==> config.mk <==
export PLATFORM = sky130hd
export DESIGN_NAME = fun_inv
export DESIGN_NICKNAME = d
export VERILOG_FILES = /design/src/rtl/fun_inv_pkg.sv /design/src/rtl/add24.sv /design/src/rtl/fun_inv.sv
export SDC_FILE = /design/constraint.sdc
export NUM_CORES = 1
export LEC_CHECK = 0
export ABC_AREA = 1
export BUFFER_PORTS_ARGS = -buffer_cell sky130_fd_sc_hd__buf_2
export CORE_ASPECT_RATIO = 0.9
export CORE_MARGIN = 4
export CORE_UTILIZATION = 55
export DETAILED_ROUTE_END_ITERATION = 8
export PLACE_DENSITY = 0.76
export SETUP_SLACK_MARGIN = 0.05
export SYNTH_ARGS = -nofsm -noshare
export SYNTH_HDL_FRONTEND = slang
export SYNTH_SLANG_ARGS = --single-unit
==> constraint.sdc <==
create_clock -name clk -period 3.3 [get_ports clk]
set_input_delay 0.33 -clock clk [delete_from_list [all_inputs] [get_ports clk]]
set_output_delay 0.33 -clock clk [all_outputs]
set_load 0.005 [all_outputs]
==> src/rtl/fun_inv_pkg.sv <==
// Shared constants and state encoding for the fun_inv cube-of-quotient unit.
package fun_inv_pkg;

  localparam int OP_W  = 8;
  localparam int RES_W = 24;
  localparam int ITER  = 8;
  localparam int CNT_W = 3;

  typedef enum logic [1:0] {
    IDLE = 2'd0,
    DIV  = 2'd1,
    SQR  = 2'd2,
    CUBE = 2'd3
  } state_t;

endpackage

==> src/rtl/add24.sv <==
// Single 24-bit adder shared by every arithmetic step of fun_inv.
module add24
  import fun_inv_pkg::*;
(
  input  logic [RES_W-1:0] a,
  input  logic [RES_W-1:0] b,
  input  logic             cin,
  output logic [RES_W-1:0] sum,
  output logic             cout
);

  assign {cout, sum} = {1'b0, a} + {1'b0, b} + {{RES_W{1'b0}}, cin};

endmodule

==> src/rtl/fun_inv.sv <==
// fun_inv: result = (a / b)^3 via restoring divide then two shift-add multiplies.
// Optional remainder output enabled by defining FUN_INV_REM_EN.
//
// state | meaning
// IDLE  | waiting for start, result held
// DIV   | restoring division, one quotient bit per cycle MSB first
// SQR   | q*q shift-add, one multiplier bit per cycle
// CUBE  | (q*q)*q shift-add, result written on exit
module fun_inv
  import fun_inv_pkg::*;
(
  input  logic             clk,
  input  logic             rst,
  input  logic             start,
  input  logic [OP_W-1:0]  a_i,
  input  logic [OP_W-1:0]  b_i,
  output logic             busy,
  output logic [RES_W-1:0] result
`ifdef FUN_INV_REM_EN
  ,
  output logic [OP_W-1:0]  rem
`endif
);

  state_t state, state_nx;

  logic [CNT_W-1:0] cnt;
  logic [OP_W-1:0]  dvd;     // dividend shifting out, quotient shifting in
  logic [OP_W-1:0]  dvs;
  logic [OP_W-1:0]  prem;
  logic [RES_W-1:0] mcand;
  logic [OP_W-1:0]  mplier;
  logic [RES_W-1:0] acc;

  logic [RES_W-1:0] add_a, add_b, add_sum;
  logic             add_cin, add_cout;
  logic [OP_W-1:0]  q_nx;
  logic             last;

  assign last = (cnt == CNT_W'(ITER - 1));
  assign q_nx = {dvd[OP_W-2:0], add_cout};

  always_ff @(posedge clk) begin
    if (rst) state <= IDLE;
    else     state <= state_nx;
  end

  always_comb begin
    state_nx = state;
    busy     = (state != IDLE);
    case (state)
      IDLE:    if (start) state_nx = DIV;
      DIV:     if (last)  state_nx = SQR;
      SQR:     if (last)  state_nx = CUBE;
      CUBE:    if (last)  state_nx = IDLE;
      default: state_nx = IDLE;
    endcase
  end

  // Division subtracts via inverted operand + carry-in; cout=1 means no borrow.
  always_comb begin
    add_a   = '0;
    add_b   = '0;
    add_cin = 1'b0;
    case (state)
      DIV: begin
        add_a   = {{(RES_W-OP_W-1){1'b0}}, prem, dvd[OP_W-1]};
        add_b   = ~{{(RES_W-OP_W){1'b0}}, dvs};
        add_cin = 1'b1;
      end
      SQR, CUBE: begin
        add_a = acc;
        add_b = mplier[0] ? mcand : '0;
      end
      default: ;
    endcase
  end

  add24 u_add24 (
    .a    (add_a),
    .b    (add_b),
    .cin  (add_cin),
    .sum  (add_sum),
    .cout (add_cout)
  );

  always_ff @(posedge clk) begin
    if (rst) begin
      cnt    <= '0;
      dvd    <= '0;
      dvs    <= '0;
      prem   <= '0;
      mcand  <= '0;
      mplier <= '0;
      acc    <= '0;
      result <= '0;
`ifdef FUN_INV_REM_EN
      rem    <= '0;
`endif
    end else begin
      case (state)
        IDLE: begin
          if (start) begin
            dvd  <= a_i;
            dvs  <= b_i;
            prem <= '0;
            cnt  <= '0;
          end
        end
        DIV: begin
          prem <= add_cout ? add_sum[OP_W-1:0] : {prem[OP_W-2:0], dvd[OP_W-1]};
          dvd  <= q_nx;
          cnt  <= cnt + CNT_W'(1);
          if (last) begin
            cnt    <= '0;
            acc    <= '0;
            mcand  <= {{(RES_W-OP_W){1'b0}}, q_nx};
            mplier <= q_nx;
          end
        end
        SQR: begin
          acc    <= add_sum;
          mcand  <= mcand << 1;
          mplier <= mplier >> 1;
          cnt    <= cnt + CNT_W'(1);
          if (last) begin
            cnt    <= '0;
            acc    <= '0;
            mcand  <= add_sum;
            mplier <= dvd;
          end
        end
        CUBE: begin
          acc    <= add_sum;
          mcand  <= mcand << 1;
          mplier <= mplier >> 1;
          cnt    <= cnt + CNT_W'(1);
          if (last) begin
            cnt    <= '0;
            result <= add_sum;
`ifdef FUN_INV_REM_EN
            rem    <= prem;
`endif
          end
        end
        default: ;
      endcase
    end
  end

endmodule

# After elaboration in Yosys (flattened, before gate mapping)
# Cells that the tools add are included.
[word_totals]
wordCells = 58
in_bits = 19
register_bits = 109
out_inout_bits = 25
[classes]
muxes = 26
n_bitwise = 1
reduce_logical = 11
add_sub_neg = 3
eq_ne = 8
[op_table]
columns = ["cell", "n"]
rows = [
  ["24-bit one-hot mux with 3 select lines", 2],
  ["24-bit two-way mux", 5],
  ["24-bit one-hot mux with 2 select lines", 2],
  ["8-bit two-way mux", 5],
  ["8-bit one-hot mux with 2 select lines", 2],
  ["24-bit by 24-bit adder with 25-bit output", 1],
  ["25-bit by 1-bit adder with 25-bit output", 1],
  ["8-bit inverter with 24-bit output", 1],
  ["8-bit one-hot mux with 3 select lines", 1],
  ["2-bit two-way mux", 4],
  ["2-bit != test, second input constant", 4],
  ["2-bit one-hot mux with 4 select lines", 1],
  ["2-bit AND reduction", 4],
  ["3-bit two-way mux", 2],
  ["3-bit one-hot mux with 2 select lines", 1],
  ["2-bit equality test, second input constant", 2],
  ["4-bit AND reduction", 1],
  ["2-bit nonzero test", 2],
  ["3-bit by 1-bit adder with 3-bit output, second input constant", 1],
  ["3-bit equality test, second input constant", 1],
  ["3-bit nonzero test", 1],
  ["3-bit OR reduction", 1],
  ["2-bit by 1-bit equality test with 1-bit output, second input constant", 1],
  ["2-bit logical NOT", 1],
  ["other kinds (2)", 2],
]

# Depth between registers and ports, before layout
# Gate-level depths: netlist (run 1).
[depth]
word_depth = 7
mapped_depth = 21
ltp_nobuf = 20

# By module
# Synthesis (run 1) repeated with hierarchy kept, for this count alone.
[hier_totals]
hier_cells = 1202
area_unflattened_um2 = 7180.6
[by_module_without_submodules]
columns = ["module", "seq_area_each_um2", "cells_per_inst", "area_per_inst_um2", "instances"]
rows = [
  ["fun_inv", 2182.1, 839, 5402.7, 1],
  ["add24", 0.0, 363, 1778.0, 1],
]

# Worst setup path before layout (run 1)
# Ideal clock, no wire load.
[synth_timing]
kind = "register -> register"
start = "reg state[0]"
end = "reg dvd[0]"
setup_time_ps = 132
path_stages_with_launch = 18
slack_ps = 229
period_less_slack_ps = 3071
required_time_ps = 3168
arrival_ps = 2938
path_buffers = 1
path_cell_list = "dfxtp_1 inv_1 ha_1 nor2_1 inv_1 clkbuf_1 nand2_1 a21oi_1 fa_1 fa_1 nand2_1 nand2_1 nand3_1 nand2_2 nand2_4 nand3_4 o21ai_1 a21oi_1"
[synth_between]
elab_chain_cells = 6
word_cells_on_any_way = 14
cone_classes = "add/sub (2); eq/ne (4); mux (4); reduce/logical (4)"
[synth_rtl]
columns = ["element", "line", "text"]
rows = [
  ["start, declared", "fun_inv.sv:25", "state_t state, state_nx;"],
  ["start signal, assigned", "fun_inv.sv:45", "else state <= state_nx;"],
  ["2-bit equality test", "fun_inv.sv:65", "case (state)"],
  ["2-bit OR reduction", "fun_inv.sv:65", ""],
  ["24-bit one-hot mux with 2 select lines", "fun_inv.sv:65", ""],
  ["24-bit by 24-bit adder with 25-bit output", "add24.sv:12", "assign {cout, sum} = {1'b0, a} + {1'b0, b} + {{RES_W{1'b0}}, cin};"],
  ["25-bit by 1-bit adder with 25-bit output", "add24.sv:12", ""],
  ["8-bit one-hot mux with 2 select lines", "fun_inv.sv:101", "case (state)"],
  ["end signal, assigned", "fun_inv.sv:104", "dvd <= a_i;"],
  ["end signal, assigned", "fun_inv.sv:112", "dvd <= q_nx;"],
  ["end, declared", "fun_inv.sv:28", "logic [OP_W-1:0] dvd;"],
]
# Parallel ways exist; a longest one is shown, timed or not.
# A chain may end at the register's enable or synchronous reset.

# Worst setup path in the final report (run 1)
[layout_timing]
start = "reg state[1]"
end = "reg prem[3]"
[layout_between]
elab_chain_cells = 7
word_cells_on_any_way = 15
cone_classes = "add/sub (2); eq/ne (4); mux (5); reduce/logical (4)"
[layout_rtl]
columns = ["element", "line", "text"]
rows = [
  ["2-bit equality test", "fun_inv.sv:65", ""],
  ["2-bit OR reduction", "fun_inv.sv:65", ""],
  ["24-bit one-hot mux with 2 select lines", "fun_inv.sv:65", ""],
  ["24-bit by 24-bit adder with 25-bit output", "add24.sv:12", ""],
  ["25-bit by 1-bit adder with 25-bit output", "add24.sv:12", ""],
  ["8-bit two-way mux", "fun_inv.sv:111", "prem <= add_cout ? add_sum[OP_W-1:0] : {prem[OP_W-2:0], dvd[OP_W-1]};"],
  ["8-bit one-hot mux with 2 select lines", "fun_inv.sv:101", ""],
  ["end signal, assigned", "fun_inv.sv:111", ""],
  ["end, declared", "fun_inv.sv:30", "logic [OP_W-1:0] prem;"],
]
# Parallel ways exist; a longest one is shown, timed or not.

==> results.md, run 1 <==
Die:
- Measured along the y axis, the die boundary spans between 100 and 150 µm.
- The die area is about 14,000 µm².
- The effective utilization at floorplan is 0.5681.
- The boundary pin count is 44.
- The area of the core region is 12,220 µm².
- The floorplan die width is 126.4 µm.
- The initialized floorplan defines 38 standard-cell rows.

Timing:
- The worst hold-check slack is around 0.23 ns.
- The clock skew is around 0.012 ns.
- For the pin with the worst max-slew slack, the measured transition is 0.9656 ns.
- The post-layout minimum cycle time is 2.971 ns.
- The tightest slew margin relative to the limit is 0.3556.
- Setup slack closes at 0.3292 ns.
- Setup repair after global routing left no endpoint under its margin.
- The number of pins with negative max-slew slack in the final report is 0.
- The final hold violation count came to 0.
- The number of failing setup endpoints in the final timing report is 0.
- Adding up every negative setup slack in the final design gives 0 ns.
- The share of the clock period used by the worst path is 0.9002.
- The maximum achievable frequency is 0.3366 GHz.

Final layout:
- Counting the fill cells in the layout gives around 1,200.
- The final non-filler cell total is 1,317.
- The final non-filler cell area is 7679 µm².
- The final layout contains ~1,200 nets.
- The antenna diode count is 0.
- In the final layout, flip-flops and latches occupy around 2200 µm².
- In the final layout, the multi-input gates occupy 3979 µm².
- In the final layout, the share of cells above drive strength 1 is 0.1150.
- Compared with the post-synthesis result, the final layout area differs by 10.62%.

Critical path:
- The worst reg2reg path endpoint is prem[3].
- The highest net fanout along the worst path is 12.
- The slowest stage of the critical path is the sky130_fd_sc_hd__dfxtp_1 cell.
- At the worst endpoint, the arrival time is 3.27 ns.
- The number of cells on the worst reg-to-reg path is 14.
- STA classifies the critical path endpoint as a register.
- In this design, the stage delay of the slowest critical-path cell is 0.40 ns.
- The count of buffer and inverter cells on the critical path is 3.
- Traced cell by cell, the critical path runs through ha_1 -> nor2_4 -> inv_1 -> buf_4 -> nand2_1 -> a21oi_1 -> ha_1 -> or2_1 -> and2_1 -> xor2_1 -> inv_1 -> nand2_1 -> nand3_1 -> a21oi_1.
- The startpoint type of the worst setup path is a register.
- For the worst setup path, the data required time is 3.59 ns.
- The startpoint of the most critical register-to-register path is state[1].
- The critical path is of the register to register type.
- In this design, the largest share of critical-path delay is due to simple AND/OR/NAND/NOR gates.
- In this run the register-to-register setup slack is 0.33 ns.

Global route:
- The final global-route overflow total is 0.
- The total routing resource utilization after global routing is 0.2870.
- Entering global routing, the biggest net connects 54 pins.
- The number of antenna violations at the first check in global routing is 0.
- The via count of the first global-routing pass is 6,374.
- The first global-routing pass estimated 33,280 µm of wire.

Detailed routing:
- After detailed routing, the number of remaining DRC violations is 0.
- In the final routed layout, each cell accounts on average for 15.74 µm.
- The count of nets left with antenna violations once routing finished came out at 0.
- The first detailed-routing pass took 6 iterations.
- In the routed layout, each cell is associated on average with a via count of 5.533.
- The wire length reported by the detailed router is around 21,000 µm.
- The via count is roughly 7,300.
- The number of design-rule violations left by the first detailed-router iteration is 905.

Logic synthesis:
- The post-synthesis cell type with the largest combined area is sky130_fd_sc_hd__dfxtp_1.
- The top cell type's share of synthesized area is 0.3143.
- For this run, the leading register cell type out of synthesis is sky130_fd_sc_hd__dfxtp_1.
- sky130_fd_sc_hd__nand2_1 is the most common cell in the netlist.
- The commonest cells after synthesis are 322 x sky130_fd_sc_hd__nand2_1, 158 x sky130_fd_sc_hd__inv_1, 119 x sky130_fd_sc_hd__a21oi_1, 109 x sky130_fd_sc_hd__dfxtp_1, 92 x sky130_fd_sc_hd__nor2_1.
- In this run, synthesis produced a sequential element count of approximately 110.
- The synthesized net count is 1,166.
- The synthesized cell area is 6942 µm².
- The count of synthesis-stage warnings from yosys is 0.
- Of all flip-flops after synthesis, the portion carrying an async set or reset was 0.
- For this run, the register share of the synthesized area comes to 0.3143.
- Synthesis produced 1,115 cells.
- A synthesized cell averages approximately 6.2 µm².
- The number of enable-type register cells in the synthesized netlist is 0.
- After synthesis, the netlist uses 43 different library cells.
- After synthesis, the cell types taking the most area are sky130_fd_sc_hd__dfxtp_1 31%, sky130_fd_sc_hd__nand2_1 17%, sky130_fd_sc_hd__a21oi_1 8.6%.

Worst hold path:
- The worst hold path terminates at dvs[3].
- The beginning of the worst hold path is b_i[3].
- The worst hold path was traced through 3 stages.
- The worst hold path belongs to the class input pin to register.

Clocking:
- The root buffer cell chosen for the clock tree is sky130_fd_sc_hd__clkbuf_16.
- After clock tree synthesis, the clock-pin slew on the worst setup and hold paths is ~0.080 ns.
- The largest buffer count on any clock path is 2.
- Buffers inserted during clock tree synthesis total 9.
- TritonCTS built the clock tree.
- At the later pin of the worst-skew pair, clock insertion delay measures approximately 0.37 ns.
- The maximum level of the CTS H-tree is 3.
- Clock tree synthesis found a total of 109 sinks.
- The number of hold-repair buffers added at the cts stage is 0.

Power:
- In this run the power spent charging and discharging nets is approximately 2.1 mW.
- For this design the ratio of total power to cell area is 629.1 nW/µm².
- The internal power of the cells totals around 2.7 mW.
- Of the total power, the share spent switching nets is 0.4431.
- The part of the power in the clock network is 0.218.
- VDD sags by at most roughly 0.61 mV.
- The relative contribution of combinational cells to total power is 0.437.
- Of the total power, registers draw 0.345.
- In this run the static leakage power is roughly 3.6 nW.

Placed design:
- Prior to clock tree synthesis, the placed netlist has a worst setup slack of 0.1244 ns.
- The number of buffers added on ports is 43.
- The number of placed instances, taps included, is 1,298.
- The final HPWL from detailed placement is 15,380 µm.
- The placer congestion estimate is 0.9821.
- The post-place instance area is 7351 µm².

Run status:
- The flow ran to the end, and the final reports show no timing, DRC or antenna violations.

Flow run:
- Max-cap violations in this run came to 0.
-- final cells by class --
type,instances,share of cell area
sequential,109,0.2843
clock buffer,9,0.02933
multi-input combinational,798,0.5182
clock inverter,6,0.006518
tap,160,0.02607
timing repair buffer,71,0.05540
inverter,164,0.08017
-- how the worst max path moves through the flow --
stage                         from          to  slack [ns]  cells after the start
after floorplan           state[0]      dvd[0]        0.23                     17
after global placement    state[0]      dvd[0]        0.18                     16
after detailed placement  state[0]     prem[1]        0.12                     17
after CTS                 state[0]  result[14]        0.09                     18
after global routing      state[0]  result[17]        0.05                     19
final                     state[1]     prem[3]        0.33                     14
-- registers in the layout, indices dropped and copies added (netlist names) --
register  count
dvd           8
mplier        8
acc          24
state         2
dvs           8
prem          8
result       24
cnt           3
mcand        24
-- stage by stage --
step | util | total power [mW]
6_report | 0.6284 | 4.831
2_1_floorplan | - | 3.067
5_1_grt | 0.6284 | 5.117
3_5_place_dp | 0.6016 | 3.693
4_1_cts | 0.6241 | 4.745
3_3_place_gp | 0.6016 | 3.689
-- cell families after synthesis --
logic type,share of synthesized area
buf+inv,0.1155
simple gates,0.3354
compound gates,0.1673
flops,0.3143
xor+xnor,0.007572
fa+ha+maj,0.05984
-- metal layers --
layer  track usage  vias up  wire length [µm]
met4       0.05575        0               247
met5             0        -                 0
met2        0.3960      314              8059
li1              -     3639                 -
met1        0.4458     3311             10260
met3       0.07509       23              2160
-- worst min-delay path, stage by stage --
cell                      delay (ns)
sky130_fd_sc_hd__buf_2          0.07
sky130_fd_sc_hd__o21ai_0        0.07
sky130_fd_sc_hd__nor2_1         0.08
-- power groups by stage --
stage | sequential (mW) | clock [mW] | combinational (mW)
after floorplan | 1.65 | 0 | 1.42
after global placement | 1.69 | 0 | 2.00
after detailed placement | 1.69 | 0 | 2.00
after CTS | 1.66 | 1.07 | 2.02
after global routing | 1.69 | 1.11 | 2.32
final | 1.67 | 1.05 | 2.11
-- what timing repair did --
action | in CTS | in global routing
hold endpoints to repair | 0 | 0
setup endpoints to repair | 0 | 61
buffers inserted | 0 | 4
gates resized for setup | 0 | 9
-- cell usage in the layout, fill, tap and decap left out, types with 10 or more instances in the layout --
cell,n
sky130_fd_sc_hd__o21ai_0,58
sky130_fd_sc_hd__a21oi_1,118
sky130_fd_sc_hd__inv_1,157
sky130_fd_sc_hd__nor2_1,91
sky130_fd_sc_hd__buf_2,43
sky130_fd_sc_hd__ha_1,28
sky130_fd_sc_hd__nand3_1,70
sky130_fd_sc_hd__dfxtp_1,108
sky130_fd_sc_hd__nand4_1,13
sky130_fd_sc_hd__nand2_1,322
sky130_fd_sc_hd__nand2_2,10
sky130_fd_sc_hd__or2_2,11
sky130_fd_sc_hd__buf_4,28
No activity file was read; power rests on OpenSTA's default activity.
==> run 2: changes to the inputs <==
--- a/config.mk
+++ b/config.mk
@@ -11,7 +11,7 @@
 export CORE_MARGIN = 4
 export CORE_UTILIZATION = 55
 export DETAILED_ROUTE_END_ITERATION = 8
-export PLACE_DENSITY = 0.76
+export PLACE_DENSITY = 0.73
 export SETUP_SLACK_MARGIN = 0.05
 export SYNTH_ARGS = -nofsm -noshare
 export SYNTH_HDL_FRONTEND = slang
==> constraint.sdc (replaced) <==
create_clock -name clk -period 3.6 [get_ports clk]
set_input_delay 0.36 -clock clk [delete_from_list [all_inputs] [get_ports clk]]
set_output_delay 0.36 -clock clk [all_outputs]
set_load 0.005 [all_outputs]
==> results.md, run 2 (synthesized netlist as in run 1, its figures left out) <==
Global route:
- Across every metal layer, demand over resource in global routing totals 0.2869.
- The met3 routing resource usage after global routing is 0.07229.
- For this run, global-route usage on met1 was measured as 0.4417.
- The busiest layer in global routing is met1.
- The total overflow left after global routing is 0.
- The met2 layer usage reported by global route is 0.4044.
- Entering global routing, the biggest net connects 54 pins.
- The number of antenna violations at the first check in global routing came to 0.
- The first global-routing pass estimated 33,150 µm of wire.
- The via count of the first global-routing pass came to 6,352.

Clocking:
- The number of clock buffers added by TritonCTS is 9.
- The clock net in this run drives a total of 109 sinks.
- Once the clock tree was built, the setup fixing pass inserted 0 buffers.
- The maximum level of the CTS H-tree is 3.
- The clock passes through at most 2 buffers.
- The clock reaches the later pin of the worst-skew pair after between 0.3 and 0.4 ns.
- The post-cts resize count is 0.
- The number of hold-repair buffers added at the cts stage is 0.
- The cell sitting at the root of the clock tree is a sky130_fd_sc_hd__clkbuf_16.
- TritonCTS built the clock tree.
- The clock-pin slew on the worst setup and hold paths is approximately 0.08 ns.

Critical path:
- The worst register-to-register path begins at state[0].
- STA classifies the critical path endpoint as a register.
- The worst setup path is launched from a register.
- In this run the register-to-register setup slack is approximately 0.32 ns.
- The critical path in this run is classified as register to register.
- The highest net fanout along the worst path is 12.
- The worst reg2reg path endpoint is result[17].
- Data on the critical path arrives at its endpoint at 3.56 ns.
- Counting cells, the worst reg-to-reg path comes to 19.
- For the worst setup path, the data required time is about 3.9 ns.

Detailed routing:
- The via density per instance is approximately 5.5.
- The via count is approximately 7,000.
- The mean routed wirelength per cell is 15.61 µm.
- The detailed router finished its first iteration with 679 violations.
- The first detailed-routing pass ran for 5 iterations.
- In the routed design, unresolved DRC markers number 0.
- The count of nets left with antenna violations after detail routing is 0.
- The wire length reported by the detailed router is 20,440 µm.

Timing:
- Setup repair after global routing left no endpoint under its margin.
- The maximum achievable frequency is between 0.3 and 0.4 GHz.
- The number of pins with negative max-slew slack in the final report is 0.
- At the pin with the least slew margin, the transition time is 1.034 ns.
- The final hold violation count is 0.
- Measured against its own limit, the worst slew margin works out to 0.3098.
- Setup violations remaining at the end of the flow were counted as 0.
- The post-layout minimum cycle time is approximately 3.3 ns.
- Summed over all failing endpoints, the final setup total negative slack is 0 ns.
- The share of the clock period used by the worst path is 0.9119.
- The clock skew is 0.01103 ns.
- The worst hold-check slack is roughly 0.24 ns.

Final layout:
- Measured on the finished design, the core utilization comes to 0.6238.
- Of the cells placed in the final design, the portion with a size suffix greater than 1 is 0.1010.
- In the layout the commonest cells are 322 x sky130_fd_sc_hd__nand2_1, 158 x sky130_fd_sc_hd__inv_1, 119 x sky130_fd_sc_hd__a21oi_1.
- After filler insertion, the fill cell instance count of the layout stands at 1,218.
- The largest registers in the layout are acc: 24 flops, mcand: 24 flops, result: 24 flops.
- Leaving out fill and tap cells, the most frequent cell in the layout is sky130_fd_sc_hd__nand2_1.
- The total number of nets in the final design is 1,195.
- The repair_antennas step left the layout with diodes totalling 0.
- The final non-filler cell area is approximately 7600 µm².
- The relative area change from synthesis to final layout is 9.805%.

Placed design:
- The number of buffers added on ports is 43.
- After legalization and detailed placement, the total HPWL measured 15,120 µm.
- The post-place instance area is 7313 µm².
- Routability-driven placement finished with a final weighted congestion of 0.9538.

Die:
- The die covers 14,490 µm².
- The total area inside the core boundary comes to 12,220 µm².
- The die is 126.4 µm wide.
- The effective utilization at floorplan is 0.5681.
- The height of the die is 114.6 µm.
- The boundary pin count is 44.
- The floorplan row count is 38.

Power:
- The worst ir drop on vdd is 0.5262 mV.
- After layout, the design draws a total of 4.463 mW.
- The power density of the placed cells is 585.5 nW/µm².
- The leakage power figure is 3.629 nW.

Run status:
- The run finished with clean final reports.

Worst hold path:
- The worst hold path passes through 3 cells.
- The beginning of the worst hold path is b_i[0].
- The path class of the tightest hold or removal check is input pin to register.
- The path with the worst hold slack has its endpoint at dvs[0].

Flow run:
- The count of max-cap constraint violations is 0.
==> run 2: cell types whose count changed in the layout (fill, tap and decap cells not counted), moves of 2 or more <==
cell / previous run / this run
sky130_fd_sc_hd__clkinvlp_4: 2 / 0
sky130_fd_sc_hd__fa_2: 2 / 0
sky130_fd_sc_hd__fa_1: 0 / 2
sky130_fd_sc_hd__ha_2: 2 / 0
sky130_fd_sc_hd__ha_1: 28 / 30
sky130_fd_sc_hd__buf_4: 28 / 19
==> run 2: layout make-up <==
type,count,area (µm²),area share
Clock buffer,10,229.0,0.03004
Clock inverter,6,80.08,0.01051
Inverter,164,615.6,0.08076
Multi-Input combinational cell,798,3958,0.5192
Sequential cell,109,2182,0.2863
Tap cell,160,200.2,0.02626
Timing Repair Buffer,62,357.8,0.04695
==> run 2: routing by layer <==
metal,part of all wire,wire (µm),vias to the layer above
met5,0,0,-
met3,0.11,2195,18
met4,0.0099,203,0
met2,0.39,8037,313
li1,-,-,3624
met1,0.49,10000,3215
==> run 2: critical path, cell delays in order, from the launching register on <==
cell,delay (ns)
sky130_fd_sc_hd__dfxtp_1,0.39
sky130_fd_sc_hd__inv_1,0.11
sky130_fd_sc_hd__ha_1,0.27
sky130_fd_sc_hd__nor2_1,0.23
sky130_fd_sc_hd__inv_1,0.09
sky130_fd_sc_hd__buf_4,0.21
sky130_fd_sc_hd__nand2_1,0.07
sky130_fd_sc_hd__a21oi_1,0.07
sky130_fd_sc_hd__ha_1,0.40
sky130_fd_sc_hd__nand2_1,0.14
sky130_fd_sc_hd__nor2_1,0.27
sky130_fd_sc_hd__nand3_1,0.13
sky130_fd_sc_hd__nand3_1,0.21
sky130_fd_sc_hd__nand2_1,0.14
sky130_fd_sc_hd__nand2_1,0.08
sky130_fd_sc_hd__nand2_1,0.09
sky130_fd_sc_hd__nand2_1,0.10
sky130_fd_sc_hd__nand2_1,0.06
sky130_fd_sc_hd__nand2_1,0.08
sky130_fd_sc_hd__inv_1,0.04
==> run 2: worst max path at each step <==
stage	start	to	depth (start not counted)
floorplan	state[0]	dvd[0]	17
global placement	state[0]	result[17]	19
detailed placement	state[0]	acc[6]	16
CTS	state[0]	prem[4]	17
global route	state[0]	mcand[6]	16
finish	state[0]	result[17]	19
==> run 2: power breakdown <==
group	switching, mW	internal [mW]
combinational	1.32	0.557
clock	0.503	0.556
sequential	0.130	1.40
total	1.95	2.51
==> run 2: stage by stage <==
step	std cells	setup slack (ns)
CTS	1309	0.3588
global placement	1293	0.4176
global route	1309	0.1320
detailed placement	1293	0.3974
floorplan	1115	0.5294
finish	1309	0.3170
==> run 3: changes to the inputs <==
--- a/config.mk
+++ b/config.mk
@@ -7,11 +7,14 @@
 export LEC_CHECK = 0
 export ABC_AREA = 1
 export BUFFER_PORTS_ARGS = -buffer_cell sky130_fd_sc_hd__buf_2
+export CELL_PAD_IN_SITES_DETAIL_PLACEMENT = 1
+export CELL_PAD_IN_SITES_GLOBAL_PLACEMENT = 1
 export CORE_ASPECT_RATIO = 0.9
 export CORE_MARGIN = 4
-export CORE_UTILIZATION = 55
+export CORE_UTILIZATION = 47
 export DETAILED_ROUTE_END_ITERATION = 8
-export PLACE_DENSITY = 0.73
+export PLACE_DENSITY_LB_ADDON = 0.1
+export RECOVER_POWER = 25
 export SETUP_SLACK_MARGIN = 0.05
 export SYNTH_ARGS = -nofsm -noshare
 export SYNTH_HDL_FRONTEND = slang
==> results.md, run 3 (synthesized netlist as in run 1, its figures left out) <==
Timing:
- The final hold violation count is 0.
- The post-layout minimum cycle time is about 3.4 ns.
- In this run the tightest slew margin relative to its limit is 0.4626.
- At the pin with the least slew margin, the transition time is 0.8053 ns.
- The number of failing setup endpoints in the final timing report is 0.
- Dividing the final minimum period by the clock period gives 0.9361.
- The maximum achievable frequency is approximately 0.30 GHz.
- The final sum of negative setup slack is 0 ns.
- Between clock sinks in the finished design, the worst skew comes to 0.01254 ns.
- The number of pins with negative max-slew slack in the final report is 0.
- Setup repair after global routing left no endpoint under its margin.

Global route:
- The number of antenna violations at the first check in global routing is 0.
- The final global-route overflow total is 0.
- The first global-routing pass estimated 39,870 µm of wire.
- The via count of the first global-routing pass came to approximately 7,400.
- The total routing resource utilization after global routing is 0.3072.
- Entering global routing, the biggest net connects 57 pins.

Placed design:
- The placer congestion estimate is 0.9353.
- The HPWL after detailed placement is between 15,000 and 20,000 µm.
- The post-place instance area is roughly 7300 µm².
- The total instance count after detailed placement is 1,325.
- The count of buffers added on input and output ports is 43.

Critical path:
- The data arrival time of the worst path is 3.64 ns.
- The slowest cell on the critical path is sky130_fd_sc_hd__dfxtp_1.
- The cell with the most instances on the worst path is sky130_fd_sc_hd__nand2_1.
- The worst setup path is captured at a register.
- Data on the critical path is required at its endpoint by 3.87 ns.
- The number of buffers and inverters on the critical path is 4.
- The family with the most delay on the worst path is simple AND/OR/NAND/NOR gates.
- The signal on the critical path passes through inv_1 -> ha_1 -> nor2_4 -> buf_4 -> nor2_1 -> ha_1 -> nand2_1 -> inv_1 -> a21oi_1 -> nor2_1 -> nor2_1 -> nand3_1 -> nand2_1 -> nand2_1 -> nand2_1 -> inv_1.
- By startpoint and endpoint, the worst setup path is classified as register to register.
- The critical path's largest stage delay is 0.41 ns.
- The startpoint type of the worst setup path is a register.
- The highest net fanout along the worst path is 20.

Worst hold path:
- The tightest min-delay check is of the input pin to register type.

Clocking:
- The clock passes through at most 2 buffers.
- The clock-pin slew on the worst setup and hold paths is 0.08 ns.
- Counting every sink on the clock net gives 109.
- The maximum level of the CTS H-tree is 3.
- Clock tree synthesis inserted a total of 9 buffers.
- The insertion delay of the later-clocked pin in the worst-skew pair is between 0.3 and 0.4 ns.
- The cell chosen for the clock root is sky130_fd_sc_hd__clkbuf_16.
- The number of hold-repair buffers added at the cts stage is 0.
- TritonCTS built the clock tree.

Final layout:
- The share of cells above drive strength 1 is 0.08798.
- In the final layout, the registers with the most flip-flops are acc: 24 flops, mcand: 24 flops, result: 24 flops.
- The total number of nets in the final design is 1,194.
- Leaving out fill and tap cells, the most frequent cell in the layout is sky130_fd_sc_hd__nand2_1.
- In the layout the commonest cells are 322 x sky130_fd_sc_hd__nand2_1, 158 x sky130_fd_sc_hd__inv_1, 119 x sky130_fd_sc_hd__a21oi_1.
- The final non-filler cell area is 7640 µm².
- Fill cells in the final layout number approximately 2,100.
- The finished layout holds between 1,000 and 1,500 standard cells, fillers aside.
- The relative area change from synthesis to final layout is 10.06%.
- 0 antenna diodes ended up in the layout.
- Once layout is complete, the utilization of the core stands at 0.5357.

Die:
- The area of the core region is 14,260 µm².
- The effective utilization at floorplan is 0.4868.
- From bottom edge to top edge, the die measures around 120 µm.
- The floorplan has 41 rows.
- The die area is roughly 17,000 µm².
- The boundary pin count is 44.
- The die is 136.1 µm wide.

Detailed routing:
- The routed wire length on met2 is 10,470 µm.
- For this block, wires on met1 add up to 11,880 µm.
- The number of design-rule violations left by the first detailed-router iteration is about 700.
- Once detail routing completed, the nets flagged for antenna violations numbered 0.
- The routed layout has around 7,500 vias.
- The final layout contains routed wiring with a total length of 24,910 µm.
- In the final routed layout, each cell accounts on average for 18.58 µm.
- The via density per instance is 5.603.
- The first-pass iteration count of the detailed router is 5.
- The count of unresolved DRC violations after routing is 0.
- The uppermost layer routed is met4.
- The routed design uses 2270 µm of met3 wire.

Power:
- The power density of the placed cells is 596.5 nW/µm².
- The leakage power figure is between 3 and 4 nW.
- IR analysis of the VDD net gives a maximum drop of 0.3899 mV.

Run status:
- The flow ran to the end, and the final reports show no timing, DRC or antenna violations.

Flow run:
- Max-cap violations in this run came to 0.
==> run 3: cell count changes in the layout (fill, tap and decap cells not counted), sizes merged <==
cell      before  now
bufinv         1    0
clkinv         4    3
clkinvlp       0    1
clkbuf        10   29
buf           62   43
==> run 3: path summary, 6_finish.rpt <==
| kind | from | end | slack [ns] | cells past startpoint |
|---|---|---|---|---|
| worst min register to register | acc[11] | acc[11] | 0.47 | 2 |
| worst max register to register | state[0] | result[17] | 0.23 | 16 |
| worst min-delay path | b_i[4] | dvs[4] | 0.24 | 3 |
| worst max-delay path | state[0] | result[17] | 0.23 | 16 |
==> run 3: cell type report <==
class | instances | area, µm² | area share
clock buffers | 11 | 242.7 | 0.03177
clock inverters | 5 | 52.55 | 0.006878
inverters | 164 | 615.6 | 0.08058
multi-input cells | 798 | 3978 | 0.5206
flip-flops and latches | 109 | 2182 | 0.2856
well taps | 193 | 241.5 | 0.03161
repair buffers | 61 | 327.8 | 0.04291
==> run 3: power breakdown <==
group          internal (mW)  total (mW)  switching [mW]
logic                  0.556        2.00            1.44
clock network          0.506        1.02           0.518
registers               1.40        1.54           0.137
==> run 3: metal layers <==
metal,vias up,track usage
met1,3575,0.4562
met5,-,0
met3,28,0.07526
met2,292,0.4567
li1,3619,-
met4,0,0.05290
==> run 3: worst register-to-register path, cell delays in order, from the launching register on <==
cell and delay, ns:
sky130_fd_sc_hd__dfxtp_1 0.41, sky130_fd_sc_hd__inv_1 0.12, sky130_fd_sc_hd__ha_1 0.30, sky130_fd_sc_hd__nor2_4 0.16, sky130_fd_sc_hd__buf_4 0.33, sky130_fd_sc_hd__nor2_1 0.09
sky130_fd_sc_hd__ha_1 0.38, sky130_fd_sc_hd__nand2_1 0.25, sky130_fd_sc_hd__inv_1 0.10, sky130_fd_sc_hd__a21oi_1 0.25, sky130_fd_sc_hd__nor2_1 0.09, sky130_fd_sc_hd__nor2_1 0.26
sky130_fd_sc_hd__nand3_1 0.21, sky130_fd_sc_hd__nand2_1 0.15, sky130_fd_sc_hd__nand2_1 0.06, sky130_fd_sc_hd__nand2_1 0.09, sky130_fd_sc_hd__inv_1 0.04
==> run 3: through the flow <==
| stage | total power, mW | hold WS, ns | worst slack, ns |
|---|---|---|---|
| 3_5_place_dp | 3.468 | 0.4579 | 0.1253 |
| 3_3_place_gp | 3.410 | 0.4528 | 0.2150 |
| 6_report | 4.557 | 0.2422 | 0.2299 |
| 4_1_cts | 4.493 | 0.2407 | 0.08299 |
| 2_1_floorplan | 2.812 | 0.4438 | 0.5294 |
| 5_1_grt | 4.799 | 0.2498 | 0.05871 |
==> run 3: what timing repair did <==
| item | in CTS | in global routing |
|---|---|---|
| setup endpoints to repair | 0 | 47 |
| setup buffers | 0 | 0 |
| hold endpoints to repair | 0 | 0 |
| gates resized for setup | 0 | 6 |
